`src/rtl/echo_req_arbiter.sv`:
```
// echo_req_arbiter: round-robin sharing of one in-order Echo channel with tag-FIFO response routing
module echo_req_arbiter #(
  parameter int NUM_REQ   = 4,
  parameter int DATA_W    = 32,
  parameter int TAG_DEPTH = 4
) (
  input  logic                        CLK,
  input  logic                        nRST,
  input  logic [NUM_REQ-1:0]          req_pend,
  output logic [NUM_REQ-1:0]          req__RDY,
  input  logic [NUM_REQ-1:0]          req__ENA,
  input  logic [NUM_REQ*DATA_W-1:0]   req_v,
  input  logic                        echo_echoReq__RDY,
  output logic                        echo_echoReq__ENA,
  output logic [DATA_W-1:0]           echo_echoReq_v,
  input  logic                        ind_echo__ENA,
  input  logic [DATA_W-1:0]           ind_echo_v,
  output logic [NUM_REQ-1:0]          resp__ENA,
  output logic [DATA_W-1:0]           resp_v,
  output logic [$clog2(TAG_DEPTH):0]  outstanding,
  output logic                        orphan_err,
  output logic                        proto_err
);
  localparam int IW = $clog2(NUM_REQ);
  localparam int PW = $clog2(TAG_DEPTH) + 1;
  logic [IW-1:0] rr_ptr, gnt_id, idx, head_id;
  logic [PW-1:0] wr_ptr, rd_ptr;
  logic [IW-1:0] tags [TAG_DEPTH];
  logic found, can_issue, issue, pop, empty;
  assign outstanding = wr_ptr - rd_ptr;
  assign empty = wr_ptr == rd_ptr;
  assign can_issue = echo_echoReq__RDY & ~outstanding[PW-1] & nRST;
  assign head_id = tags[rd_ptr[PW-2:0]];
  // first pending requester at or after rr_ptr, wrapping
  always_comb begin
    found = 1'b0;
    gnt_id = '0;
    idx = '0;
    for (int k = 0; k < NUM_REQ; k++) begin
      idx = IW'((int'(rr_ptr) + k) % NUM_REQ);
      if (!found && req_pend[idx]) begin
        found = 1'b1;
        gnt_id = idx;
      end
    end
  end
  assign req__RDY = (can_issue && found) ? NUM_REQ'(1) << gnt_id : '0;
  assign issue = |(req__ENA & req__RDY);
  assign echo_echoReq__ENA = issue;
  assign echo_echoReq_v = issue ? req_v[gnt_id*DATA_W +: DATA_W] : '0;
  assign pop = nRST & ind_echo__ENA & ~empty;
  assign resp__ENA = pop ? NUM_REQ'(1) << head_id : '0;
  assign resp_v = pop ? ind_echo_v : '0;
  // tag storage needs no reset; only the pointers define validity
  always_ff @(posedge CLK) begin
    if (issue) tags[wr_ptr[PW-2:0]] <= gnt_id;
  end
  // pointers, round-robin priority and sticky error flags
  always_ff @(posedge CLK) begin
    if (!nRST) begin
      rr_ptr <= '0;
      wr_ptr <= '0;
      rd_ptr <= '0;
      orphan_err <= 1'b0;
      proto_err <= 1'b0;
    end else begin
      if (issue) begin
        wr_ptr <= wr_ptr + 1'b1;
        rr_ptr <= (int'(gnt_id) == NUM_REQ - 1) ? '0 : gnt_id + 1'b1;
      end
      if (pop) rd_ptr <= rd_ptr + 1'b1;
      if (ind_echo__ENA && empty) orphan_err <= 1'b1;
      if (|(req__ENA & ~req__RDY)) proto_err <= 1'b1;
    end
  end
endmodule
```
`config.mk`:
```
export PLATFORM = sky130hd
export DESIGN_NAME = echo_req_arbiter
export DESIGN_NICKNAME = d
export VERILOG_FILES = /design/src/rtl/echo_req_arbiter.sv
export SDC_FILE = /design/constraint.sdc
export NUM_CORES = 1
export LEC_CHECK = 0
export ABC_AREA = 1
export CAP_MARGIN = 40
export CELL_PAD_IN_SITES_DETAIL_PLACEMENT = 1
export CELL_PAD_IN_SITES_GLOBAL_PLACEMENT = 1
export CORE_ASPECT_RATIO = 1.1
export CORE_MARGIN = 3
export CORE_UTILIZATION = 20
export DETAILED_ROUTE_END_ITERATION = 10
export HOLD_SLACK_MARGIN = 0.15
export PLACE_DENSITY = 0.95
export SYNTH_ARGS = -nofsm -noshare
export SYNTH_HDL_FRONTEND = slang
export SYNTH_SLANG_ARGS = --single-unit
```
`constraint.sdc`:
```
create_clock -name CLK -period 7.56 [get_ports CLK]
set_clock_uncertainty 0.2 [all_clocks]
set_input_delay 1.512 -clock CLK [delete_from_list [all_inputs] [get_ports CLK]]
set_output_delay 1.512 -clock CLK [all_outputs]
set_load 0.005 [all_outputs]
```
# Yosys cells after proc, flatten, opt, wreduce, memory -nomap -nowiden
# Memories as Yosys holds them, arrays and structs flattened. A register that Yosys moved wholly into a read port is not among the register bits.
# Index checks and enable logic that the tools add are counted.
[classes]
add_sub_neg = 7
order_cmp = 4
eq_ne = 2
shifts = 3
n_mux = 25
bitwise_logic = 9
reduce_logical = 10
[op_table]
columns = ["op", "n"]
rows = [
  ["$shiftx A128 B8 Y32", 1],
  ["$mux W32", 2],
  ["$mux W2", 7],
  ["$lt A2 B3 Y1 const B", 4],
  ["$mux W1", 10],
  ["$and A4 B4 Y4", 2],
  ["$bmux W1 S2", 4],
  ["$mux W4", 2],
  ["$reduce_or A4 Y1", 2],
  ["$shl A1 B2 Y4 const A", 2],
  ["$add A3 B1 Y3 const B", 2],
  ["$logic_and A1 B1 Y1", 5],
  ["$add A2 B1 Y2 const B", 2],
  ["$add A2 B2 Y2 const B", 2],
  ["$and A1 B1 Y1", 4],
  ["$not A4 Y4", 1],
  ["$eq A3 B3 Y1", 1],
  ["$logic_not A1 Y1", 3],
  ["$sub A3 B3 Y3", 1],
  ["$eq A2 B1 Y1 const B", 1],
  ["$not A1 Y1", 2],
]
[totals]
ff_bits = 10
ram_bits = 8
word_cells = 66
n_memories = 1
[memory_table]
columns = ["name", "words", "word_bits", "rd", "rd_clocked_by_memory_dff", "wr", "line_no", "text"]
rows = [
  ["tags", 4, 2, 1, 1, 1, "28", "logic [IW-1:0] tags [TAG_DEPTH];"],
]

# Logic depth before layout (Yosys ltp)
# Gate-level depths: netlist of run 1.
[logic_depth]
ltp_word = 18
mapped_depth = 19

# Least setup slack after synthesis of run 1
# Ideal clock, no wire load.
[synth_timing]
path_type = "input-to-output"
startpoint = "input port req_pend[0]"
endpoint = "output port echo_echoReq_v[10]"
arrival_ps = 2950
path_slack_ps = 2898
stages = 17
n_path_buf = 1
cell_sequence = "inv_1 nand2_1 nand3_2 nand2_4 inv_2 nand2_1 nand2_1 nand2_1 nand3_1 ha_1 nand2_1 nor2_1 inv_1 o21ai_2 nor2_4 buf_2 nor2_1"
[synth_between]
elab_chain_len = 17
[synth_lines]
columns = ["element", "line_no", "text"]
rows = [
  ["from (decl)", "9", "input logic [NUM_REQ-1:0] req_pend,"],
  ["branches (longest 16 deep; another with $bmux W1 S2)", "--", ""],
  ["$mux W32 (*)", "50", "assign echo_echoReq_v = issue ? req_v[gnt_id*DATA_W +: DATA_W] : '0;"],
  ["to (decl)", "15", "output logic [DATA_W-1:0] echo_echoReq_v,"],
]
# Every way passes the cells marked *. The select of a mux whose other input is x is not followed.

# Worst setup path after layout of run 1
[layout_timing]
startpoint = "input port req_pend[3]"
endpoint = "output port echo_echoReq_v[22]"
# Same word-level chain as after synthesis.

==> results of run 1 <==
power groups by stage:
stage	clock network (mW)	registers (mW)	logic, mW
3_3_place_gp	0	0.187	1.80
2_1_floorplan	0	0.175	1.19
6_report	0.143	0.186	1.83
5_1_grt	0.152	0.190	2.07
3_5_place_dp	0	0.188	1.86
4_1_cts	0.146	0.186	1.87
cells by family after synthesis:
group / share of synthesized area [%]
buffers and inverters: 14.07
adder cells (fa/ha/maj): 4.194
AO/OA/AOI/OAI: 15.64
flip-flops: 16.78
XOR/XNOR: 0.9176
AND/OR/NAND/NOR: 48.41
critical path, delay by kind of cell:
kind            cells  cell delay (ns)
simple gates       12             1.38
buf+inv             5             1.31
fa+ha+maj           1             0.21
compound gates      1             0.06
final cells by class:
type | count | area (um2) | area share, %
multi-input cells | 443 | 1983 | 35.28
inverters | 67 | 251.5 | 4.475
flip-flops and latches | 20 | 480.5 | 8.549
clock buffers | 3 | 75.07 | 1.336
clock inverters | 1 | 30.03 | 0.5343
repair buffers | 256 | 2565 | 45.64
well taps | 188 | 235.2 | 4.185
metrics by stage:
step                cell area [um2]  hold WS [ns]  setup WS [ns]  util, %
finish                         5620        0.2710          1.343    40.41
global route                   5620        0.2927          1.067    40.41
CTS                            5620        0.2786          1.330    40.41
detailed placement             5515        0.2660          1.334    39.66
global placement               5488        0.2387          1.202    39.46
floorplan                      2864        0.2426          2.898        -
sequential cells by signal, summed over array words and instances (netlist names), named ones only:
signal and cells:
rr_ptr 2, tags 8, rd_ptr 3, proto_err 1
orphan_err 1, wr_ptr 3
cells in the mapped netlist (2+ instances only):
cell type / number
nand3_2: 3
edfxtp_1: 8
a21oi_1: 72
nor2_4: 3
nand3_1: 20
nand2_1: 187
buf_4: 8
xnor2_1: 2
nand4_1: 3
inv_1: 63
o21ai_0: 9
nor2_1: 124
buf_2: 10
inv_2: 4
clkbuf_1: 10
nand2_2: 2
dfxtp_1: 12
ha_1: 8
layer usage:
metal  vias to the layer above  part of all wire, %  GRT usage [%]
li1                       2178                    -              -
met1                      1916                   40          18.31
met2                       156                   51          30.87
met3                        20                  6.7          3.142
met4                         0                  2.1          3.947
met5                         -                    0              0
worst paths after layout:
kind                             end  slack (ns)  depth (start not counted)
setup / recovery  echo_echoReq_v[22]        1.34                         19
hold / removal            orphan_err        0.27                          2
setup reg to reg           rr_ptr[1]        4.24                         16
hold reg to reg           orphan_err        0.27                          2
==> impl_results.md, run 1 <==
- Most common cell after layout, fill and taps aside: clkdlybuf4s50_1
- Reg-to-Reg Start: rr_ptr[0]
- Critical Setup Path Class: in -> out
- Total power: 2.156 mW
- Synth top area share: 24.51%
- Antenna-violating nets left: 0
- Max-cap violations: 0
- Final setup violation count: 0
- Post-CTS setup buffer count: 0
- Htree depth: 1
- Setup TNS: 0 ns
- Via-per-instance ratio: 4.366
- CP endpoint kind: primary output
- Crit Path Max Fanout: 22
- Worst endpoint required time: 5.85 ns
- Sw Share: a little over half
- Core area: around 0.014 mm2
- Peak VDD IR: 290.8 uV
- Post-synth EDFFs: 8
- CP Cell Sequence: clkdlybuf4s50_1 -> nand2_1 -> nand2_1 -> nand2_1 -> nand2_4 -> inv_2 -> nand2_1 -> nand2_1 -> nand2_1 -> nand3_1 -> ha_1 -> nand2_1 -> nor2_1 -> inv_1 -> o21ai_2 -> nor2_4 -> buf_16 -> nor2_1 -> clkdlybuf4s50_1
- DRT iter0 DRCs: 136
- Most used cell, CP: nand2_1
- Hold Path Origin: orphan_err
- CTS Sinks: 20
- Initial antenna violation count: 0
- CTS Hold Bufs: 0
- Fmax: 160.8 MHz
- Final nets: 972
- Detail Placement HPWL: 11.19 mm
- HP Class: reg -> reg
- Final Max Tran Viols: 0
- Drt pass-1 iters: 4
- Yosys warning total: 0
- Total Routing Usage GR: 16.24%
- Yosys reg bits: 20
- Clock Power Share: 6.7%
- Switching power: 1.177 mW
- Most used DFF post-synth: dfxtp_1
- Initial Util: between 20% and 30%
- Sequential power share: ~8.6%
- Die Ht: 131.5 um
- Commonest cells after routing, fill and taps aside: clkdlybuf4s50_1 (249), nand2_1 (186), nor2_1 (124), a21oi_1 (72), inv_1 (63)
- GPL Wtd Cong: about 0.85
- Synth top area cells: nand2_1 (25%), nor2_1 (16%), a21oi_1 (13%), dfxtp_1 (8.4%), edfxtp_1 (8.4%)
- First-pass GRT wire length: 21.47 mm
- Syn_area_per_cell: 5.123 um2
- Cell Rows: 45
- Ports: 250
- Int Power: 978.7 uW
- WL/cell: 13.92 um
- Fin crit share: 82.24%
- Area delta synth->final: 96.24%
- Comb pwr share: 84.7%
- Post-synthesis cell count: 559
- Die Wd: 120.1 um
- Slowest cell on crit path: clkdlybuf4s50_1
- Fillers: between 1500 and 2000
- Sequential area share after synthesis: 16.78%
- DRC viols: 0
- Netlist cell types: 29
- Syn_nets: 740
- Fin crit period: 6.217 ns
- Worst skew pair latency: 0.25 ns
- Pin count of the biggest net entering global routing: 71
- Routed Wire Length: 13.61 mm
- Non-filler instance count after layout: 978
- Cell taking the most area after synthesis: nand2_1
- Relative slew slack: 50.99%
- I/O Buffers: 249
- Longest Clk Path Bufs: 2
- Power per cell area: roughly 380 mW/mm2
- Final Hold Violating Endpoints: 0
- RSZ-0062 raised after global routing: no
- Diode count: 0
- Cells after DPL: between 900 and 1000
- Grt ovf: 0
- Clk slew on worst S/H paths: 0.05 ns
- Vias in the first global route: 4469
- Critical path launch point: req_pend[3]
- Status: completed
- Synth Cell Area: 0.002864 mm2
- Share of layout cells above drive strength 1: 3.671%
- Routed vias: 4270
- Asr flop ratio synth: 0%
- Slowest stage delay, CP: roughly 0.5 ns
- Least-Margin Pin Slew: 0.7331 ns
- Post-CTS sizing: 0
- Die area: 0.01579 mm2
- CTS Buf Count: 3
- Startpoint types: input pin
- CP Data Arrival Time: 4.51 ns
- Clk root buf: clkbuf_16
- Leak: approximately 2.5 nW
- CTS tree: yes
Note: power is estimated with default switching activity, not from simulation.
==> run 2: changes to the inputs <==
--- a/config.mk
+++ b/config.mk
@@ -11,7 +11,7 @@
 export CELL_PAD_IN_SITES_GLOBAL_PLACEMENT = 1
 export CORE_ASPECT_RATIO = 1.1
 export CORE_MARGIN = 3
-export CORE_UTILIZATION = 20
+export CORE_UTILIZATION = 19
 export DETAILED_ROUTE_END_ITERATION = 10
 export HOLD_SLACK_MARGIN = 0.15
 export PLACE_DENSITY = 0.95
==> constraint.sdc (replaced) <==
create_clock -name CLK -period 6.5 [get_ports CLK]
set_clock_uncertainty 0.2 [all_clocks]
set_input_delay 1.3 -clock CLK [delete_from_list [all_inputs] [get_ports CLK]]
set_output_delay 1.3 -clock CLK [all_outputs]
set_load 0.005 [all_outputs]
==> run 2 against run 1 <==
First-iteration DRC count decreased by 4.4%. Combinational power increased by 18%. Highest routed layer unchanged. Worst hold slack gained 0.012 ns. Total power is 18% higher. Critical endpoint unchanged. Utilization is 1.9 points lower. Largest cell class unchanged. Critical path depth is 4 lower. Critical path type unchanged.
==> impl_results.md, run 2 (synthesis results as in run 1) <==
- Hold Path Origin: rd_ptr[2] (was orphan_err)
- CTS Buf Count: 3 (unchanged)
- Initial Util: 19.59% (was 20.59%)
- Die Ht: 134.8 um (was 131.5 um)
- DRT iter0 DRCs: 130 (was 136)
- Grt ovf: 0 (unchanged)
- Final Max Tran Viols: 0 (unchanged)
- Via-per-instance ratio: 4.460 (was 4.366)
- Diode count: 0 (unchanged)
- Reg-to-Reg Start: rr_ptr[0] (unchanged)
- Fin crit period: 5.663 ns
- Worst skew pair latency: 0.25 ns (about the same)
- Pre-CTS setup slack: 0.7810 ns (was 1.334 ns)
- Detail Placement HPWL: 11.91 mm (was 11.19 mm)
- HP Class: reg -> reg (unchanged)
- Least-Margin Pin Slew: 0.5764 ns (was 0.7331 ns)
- WL/cell: 14.47 um (was 13.92 um)
- GPL Wtd Cong: 0.8220 (was 0.8547)
- Max-cap violations: 0 (unchanged)
- Most common cell after layout, fill and taps aside: clkdlybuf4s50_1 (unchanged)
- Share of layout cells above drive strength 1: 3.914% (was 3.671%)
- CP endpoint kind: primary output (unchanged)
- Fmax: 176.6 MHz
- Final setup violation count: 0 (unchanged)
- GR Util met2: 30.72% (was 30.87%)
- Longest Clk Path Bufs: 2 (unchanged)
- CTS Hold Bufs: 0 (unchanged)
- Ports: 250 (unchanged)
- Commonest cells after routing, fill and taps aside: clkdlybuf4s50_1 (249), nand2_1 (186), nor2_1 (124), a21oi_1 (72), inv_1 (63) (unchanged)
- Clk root buf: clkbuf_16 (unchanged)
- Htree depth: 1 (unchanged)
- Status: completed (unchanged)
- Max FFs per register: 8 (unchanged)
- Total Routing Usage GR: 16.13% (was 16.24%)
- I/O Buffers: 249 (unchanged)
- CP Data Arrival Time: 4.16 ns (was 4.51 ns)
- Relative slew slack: 61.52% (was 50.99%)
- Met1 usage: 17.68% (was 18.31%)
- Final nets: 974 (was 972)
- DRC viols: 0 (unchanged)
- Die area: 0.01658 mm2 (was 0.01579 mm2)
- GR Util met3: 3.770% (was 3.142%)
- Routed Wire Length: 14.24 mm (was 13.61 mm)
- Area delta synth->final: 96.68% (was 96.24%)
- CTS Sinks: 20 (unchanged)
- Crit Path Max Fanout: 19 (was 22)
- Reg2reg end: tags[2][1] (was rr_ptr[1])
- Final Hold Violating Endpoints: 0 (unchanged)
- Final setup margin: 0.8368 ns (was 1.343 ns)
- Fin crit share: 87.13%
- Die Wd: 123.1 um (was 120.1 um)
- Power per cell area: 450.6 mW/mm2 (was 383.6 mW/mm2)
- Antenna-violating nets left: 0 (unchanged)
- Number of cells on the worst reg-to-reg path: 13 (was 16)
- Startpoint types: input pin (unchanged)
- Core area: 0.01462 mm2 (was 0.01391 mm2)
- Vias in the first global route: 4667 (was 4469)
- Critical path launch point: req_pend[3] (unchanged)
- Worst hold endpoint: rd_ptr[2] (was orphan_err)
- Initial antenna violation count: 0 (unchanged)
- Reg-to-reg slack, setup: 3.17 ns (was 4.24 ns)
- RSZ-0062 raised after global routing: no (unchanged)
- Peak VDD IR: 192.1 uV (was 290.8 uV)
- Clk slew on worst S/H paths: 0.06 ns (was 0.05 ns)
- Routed vias: 4389 (was 4270)
- CTS tree: yes (unchanged)
- Worst endpoint required time: 5.00 ns (was 5.85 ns)
- Cell Rows: 46 (was 45)
- Pin count of the biggest net entering global routing: 38 (was 71)
- Leak: 2.544 nW (was 2.538 nW)
- First-pass GRT wire length: 21.79 mm (was 21.47 mm)
- Hold path cells: 1 (was 2)
- Critical Setup Path Class: in -> out (unchanged)
- Post-CTS setup buffer count: 0 (unchanged)
- Drt pass-1 iters: 6 (was 4)
- Setup TNS: 0 ns (unchanged)
- Post-CTS sizing: 0 (unchanged)
- Most Crowded Layer GR: met2 (unchanged)
run 2: final cells by class:
cell class              count  area [um2]
fillers                  1908        8986
repair buffers            258        2572
multi-input cells         443        1983
flip-flops and latches     20       480.5
inverters                  67       251.5
well taps                 192       240.2
clock buffers               3       75.07
clock inverters             1       30.03
run 2: metal layers:
layer	routed length [um]	vias to the layer above	share of wire (%)
met3	1129	20	7.9
met1	5395	2027	38
met5	0	-	0
met4	308	0	2.2
li1	-	2181	-
met2	7406	161	52
run 2: report_power, final:
group | leakage, nW | internal (mW) | switching (mW)
combinational | 2.32 | 0.841 | 1.31
sequential | 0.172 | 0.181 | 0.0360
clock | 0.0511 | 0.122 | 0.0439
run 2: how the worst max path moves through the flow:
stage                               endpoint  depth (start not counted)
after floorplan           echo_echoReq_v[10]                         17
after global placement     echo_echoReq_v[0]                         15
after detailed placement  echo_echoReq_v[22]                         15
after CTS                 echo_echoReq_v[22]                         15
after global routing      echo_echoReq_v[25]                         16
final                     echo_echoReq_v[22]                         15
run 2: critical path, stage by stage:
cell and delay (ns):
clkdlybuf4s50_1 0.50, nand2_1 0.08, nand2_1 0.14, nand2_1 0.11, nand2_4 0.11, inv_2 0.06
nand3_1 0.12, nand2_1 0.10, nor2_4 0.39, nand4_1 0.16, nand2_1 0.16, nor2_4 0.06
buf_4 0.20, nor2_1 0.13, clkdlybuf4s50_1 0.52
run 2: metrics by stage:
step | cells | area, um2 | hold WS, ns | power (mW) | util (%)
finish | 984 | 5633 | 0.2833 | 2.538 | 38.53
detailed placement | 980 | 5528 | 0.2739 | 2.406 | 37.81
global placement | 980 | 5528 | 0.2412 | 2.339 | 37.81
global route | 984 | 5633 | 0.3308 | 2.836 | 38.53
CTS | 984 | 5633 | 0.2895 | 2.585 | 38.53
floorplan | 559 | 2864 | 0.2426 | 1.587 | -
==> run 3: changes to the inputs <==
--- a/config.mk
+++ b/config.mk
@@ -6,8 +6,7 @@
 export NUM_CORES = 1
 export LEC_CHECK = 0
 export ABC_AREA = 1
-export CAP_MARGIN = 40
-export CELL_PAD_IN_SITES_DETAIL_PLACEMENT = 1
+export CELL_PAD_IN_SITES_DETAIL_PLACEMENT = 0
 export CELL_PAD_IN_SITES_GLOBAL_PLACEMENT = 1
 export CORE_ASPECT_RATIO = 1.1
 export CORE_MARGIN = 3
==> run 3 against run 2 <==
Via count down 6.2%. Clock-buffer cell count unchanged. Routed wire length down 13%. Clock power down 25%. First-iteration DRC count up 69%.
==> impl_results.md, run 3 (synthesis results as in run 1) <==
- Status: completed (unchanged)
- Critical Setup Path Class: in -> out (unchanged)
- Fmax: 178.4 MHz (was 176.6 MHz)
- Setup TNS: 0 ns (unchanged)
- Share of layout cells above drive strength 1: 3.788% (was 3.914%)
- Reg-to-reg slack, setup: 3.28 ns (was 3.17 ns)
- CP Data Arrival Time: 4.11 ns (was 4.16 ns)
- Clk root buf: clkbuf_16 (unchanged)
- Via-per-instance ratio: 4.184 (was 4.460)
- Max FFs per register: 8 (unchanged)
- Total Routing Usage GR: 13.72% (was 16.13%)
- Final nets: 974 (unchanged)
- Final Hold Violating Endpoints: 0 (unchanged)
- Die Wd: 123.1 um (unchanged)
- Routed Wire Length: 12.41 mm (was 14.24 mm)
- Non-filler instance count after layout: 984 (unchanged)
- DRC viols: 0 (unchanged)
- Max-cap violations: 0 (unchanged)
- CP endpoint kind: primary output (unchanged)
- Detail Placement HPWL: 10.16 mm (was 11.91 mm)
- Number of cells on the worst reg-to-reg path: 13 (unchanged)
- Longest Clk Path Bufs: 2 (unchanged)
- Relative slew slack: 65.71% (was 61.52%)
- CTS Sinks: 20 (unchanged)
- Ports: 250 (unchanged)
- Pre-CTS setup slack: 0.8814 ns (was 0.7810 ns)
- I/O Buffers: 249 (unchanged)
- Vias in the first global route: 3823 (was 4667)
- Commonest cells after routing, fill and taps aside: clkdlybuf4s50_1 (249), nand2_1 (186), nor2_1 (124), a21oi_1 (72), inv_1 (63) (unchanged)
- Die area: 0.01658 mm2 (unchanged)
- Clk slew on worst S/H paths: 0.05 ns (was 0.06 ns)
- Final setup margin: 0.8949 ns (was 0.8368 ns)
- Initial antenna violation count: 0 (unchanged)
- Most common cell after layout, fill and taps aside: clkdlybuf4s50_1 (unchanged)
- CTS Hold Bufs: 0 (unchanged)
- Cell Rows: 46 (unchanged)
- Fin crit share: 86.23% (was 87.13%)
- Final Max Tran Viols: 0 (unchanged)
- HP Class: reg -> reg (unchanged)
- Least-Margin Pin Slew: 0.5136 ns (was 0.5764 ns)
- GPL Wtd Cong: 0.8220 (unchanged)
- Htree depth: 1 (unchanged)
- First-pass GRT wire length: 18.40 mm (was 21.79 mm)
- Die Ht: 134.8 um (unchanged)
- Hold path cells: 2 (was 1)
- Final setup violation count: 0 (unchanged)
- Grt ovf: 0 (unchanged)
- Power per cell area: 432.2 mW/mm2 (was 450.6 mW/mm2)
- Total power: 2.423 mW (was 2.538 mW)
- Fin crit period: 5.605 ns (was 5.663 ns)
- Post-CTS sizing: 0 (unchanged)
- Fillers: 1536 (was 1908)
- WL/cell: 12.61 um (was 14.47 um)
- Worst endpoint required time: 5.00 ns (about the same)
- Startpoint types: input pin (unchanged)
- Drt pass-1 iters: 6 (unchanged)
- Cells after DPL: 980 (unchanged)
- Antenna-violating nets left: 0 (unchanged)
- Initial Util: 19.59% (unchanged)
- Leak: 2.531 nW (was 2.544 nW)
- Register area: 480.5 um2 (unchanged)
- Final core utilization: 38.35% (was 38.53%)
- Worst skew pair latency: 0.25 ns (about the same)
- Minimum hold slack: 0.2658 ns (was 0.2833 ns)
- Area taken by multi-input logic gates: 0.001983 mm2 (unchanged)
- DRT iter0 DRCs: 220 (was 130)
- RSZ-0062 raised after global routing: no (unchanged)
- Diode count: 0 (unchanged)
- Crit Path Max Fanout: 19 (unchanged)
- Area delta synth->final: 95.76% (was 96.68%)
- Post-CTS setup buffer count: 0 (unchanged)
- CTS tree: yes (unchanged)
- Peak VDD IR: 341.2 uV (was 192.1 uV)
- Core area: 0.01462 mm2 (unchanged)
- Placed inst area: 0.005528 mm2 (unchanged)
- Pin count of the biggest net entering global routing: 38 (unchanged)
- Final Cell Area: 0.005607 mm2 (was 0.005633 mm2)
- Routed vias: 4117 (was 4389)
- CTS Buf Count: 3 (unchanged)
## run 3: cell types whose count changed in the layout (fill, tap and decap cells not counted)
cell | before | now
clkinv_1 | 0 | 1
bufinv_16 | 1 | 0
## run 3: worst paths after layout
| check | from | endpoint |
|---|---|---|
| setup reg to reg | rr_ptr[0] | tags[2][1] |
| setup / recovery | req_pend[3] | echo_echoReq_v[22] |
| hold / removal | orphan_err | orphan_err |
| hold reg to reg | orphan_err | orphan_err |
## run 3: area by class of cell
class | instances | share of cell area, %
sequential | 20 | 8.570
clock inverter | 1 | 0.06695
timing repair buffer | 258 | 45.88
multi-input combinational | 443 | 35.37
inverter | 67 | 4.486
clock buffer | 3 | 1.339
tap | 192 | 4.285
## run 3: routing by layer
layer	track usage, %	wire [um]
met1	15.97	4835
met2	24.70	6052
met3	3.393	1245
met4	3.938	271
met5	0	0
## run 3: critical path, stage by stage
cell	delay, ns
clkdlybuf4s50_1	0.50
nand2_1	0.08
nand2_1	0.12
nand2_1	0.10
nand2_4	0.10
inv_2	0.06
nand3_1	0.13
nand2_1	0.11
nor2_4	0.39
nand4_1	0.15
nand2_1	0.15
nor2_4	0.06
buf_4	0.20
nor2_1	0.12
clkdlybuf4s50_1	0.51
## run 3: power by group
group | switching (mW) | internal, mW | total [mW]
clock network | 0.0431 | 0.0819 | 0.125
logic | 1.25 | 0.838 | 2.08
registers | 0.0334 | 0.181 | 0.215
total | 1.32 | 1.10 | 2.42
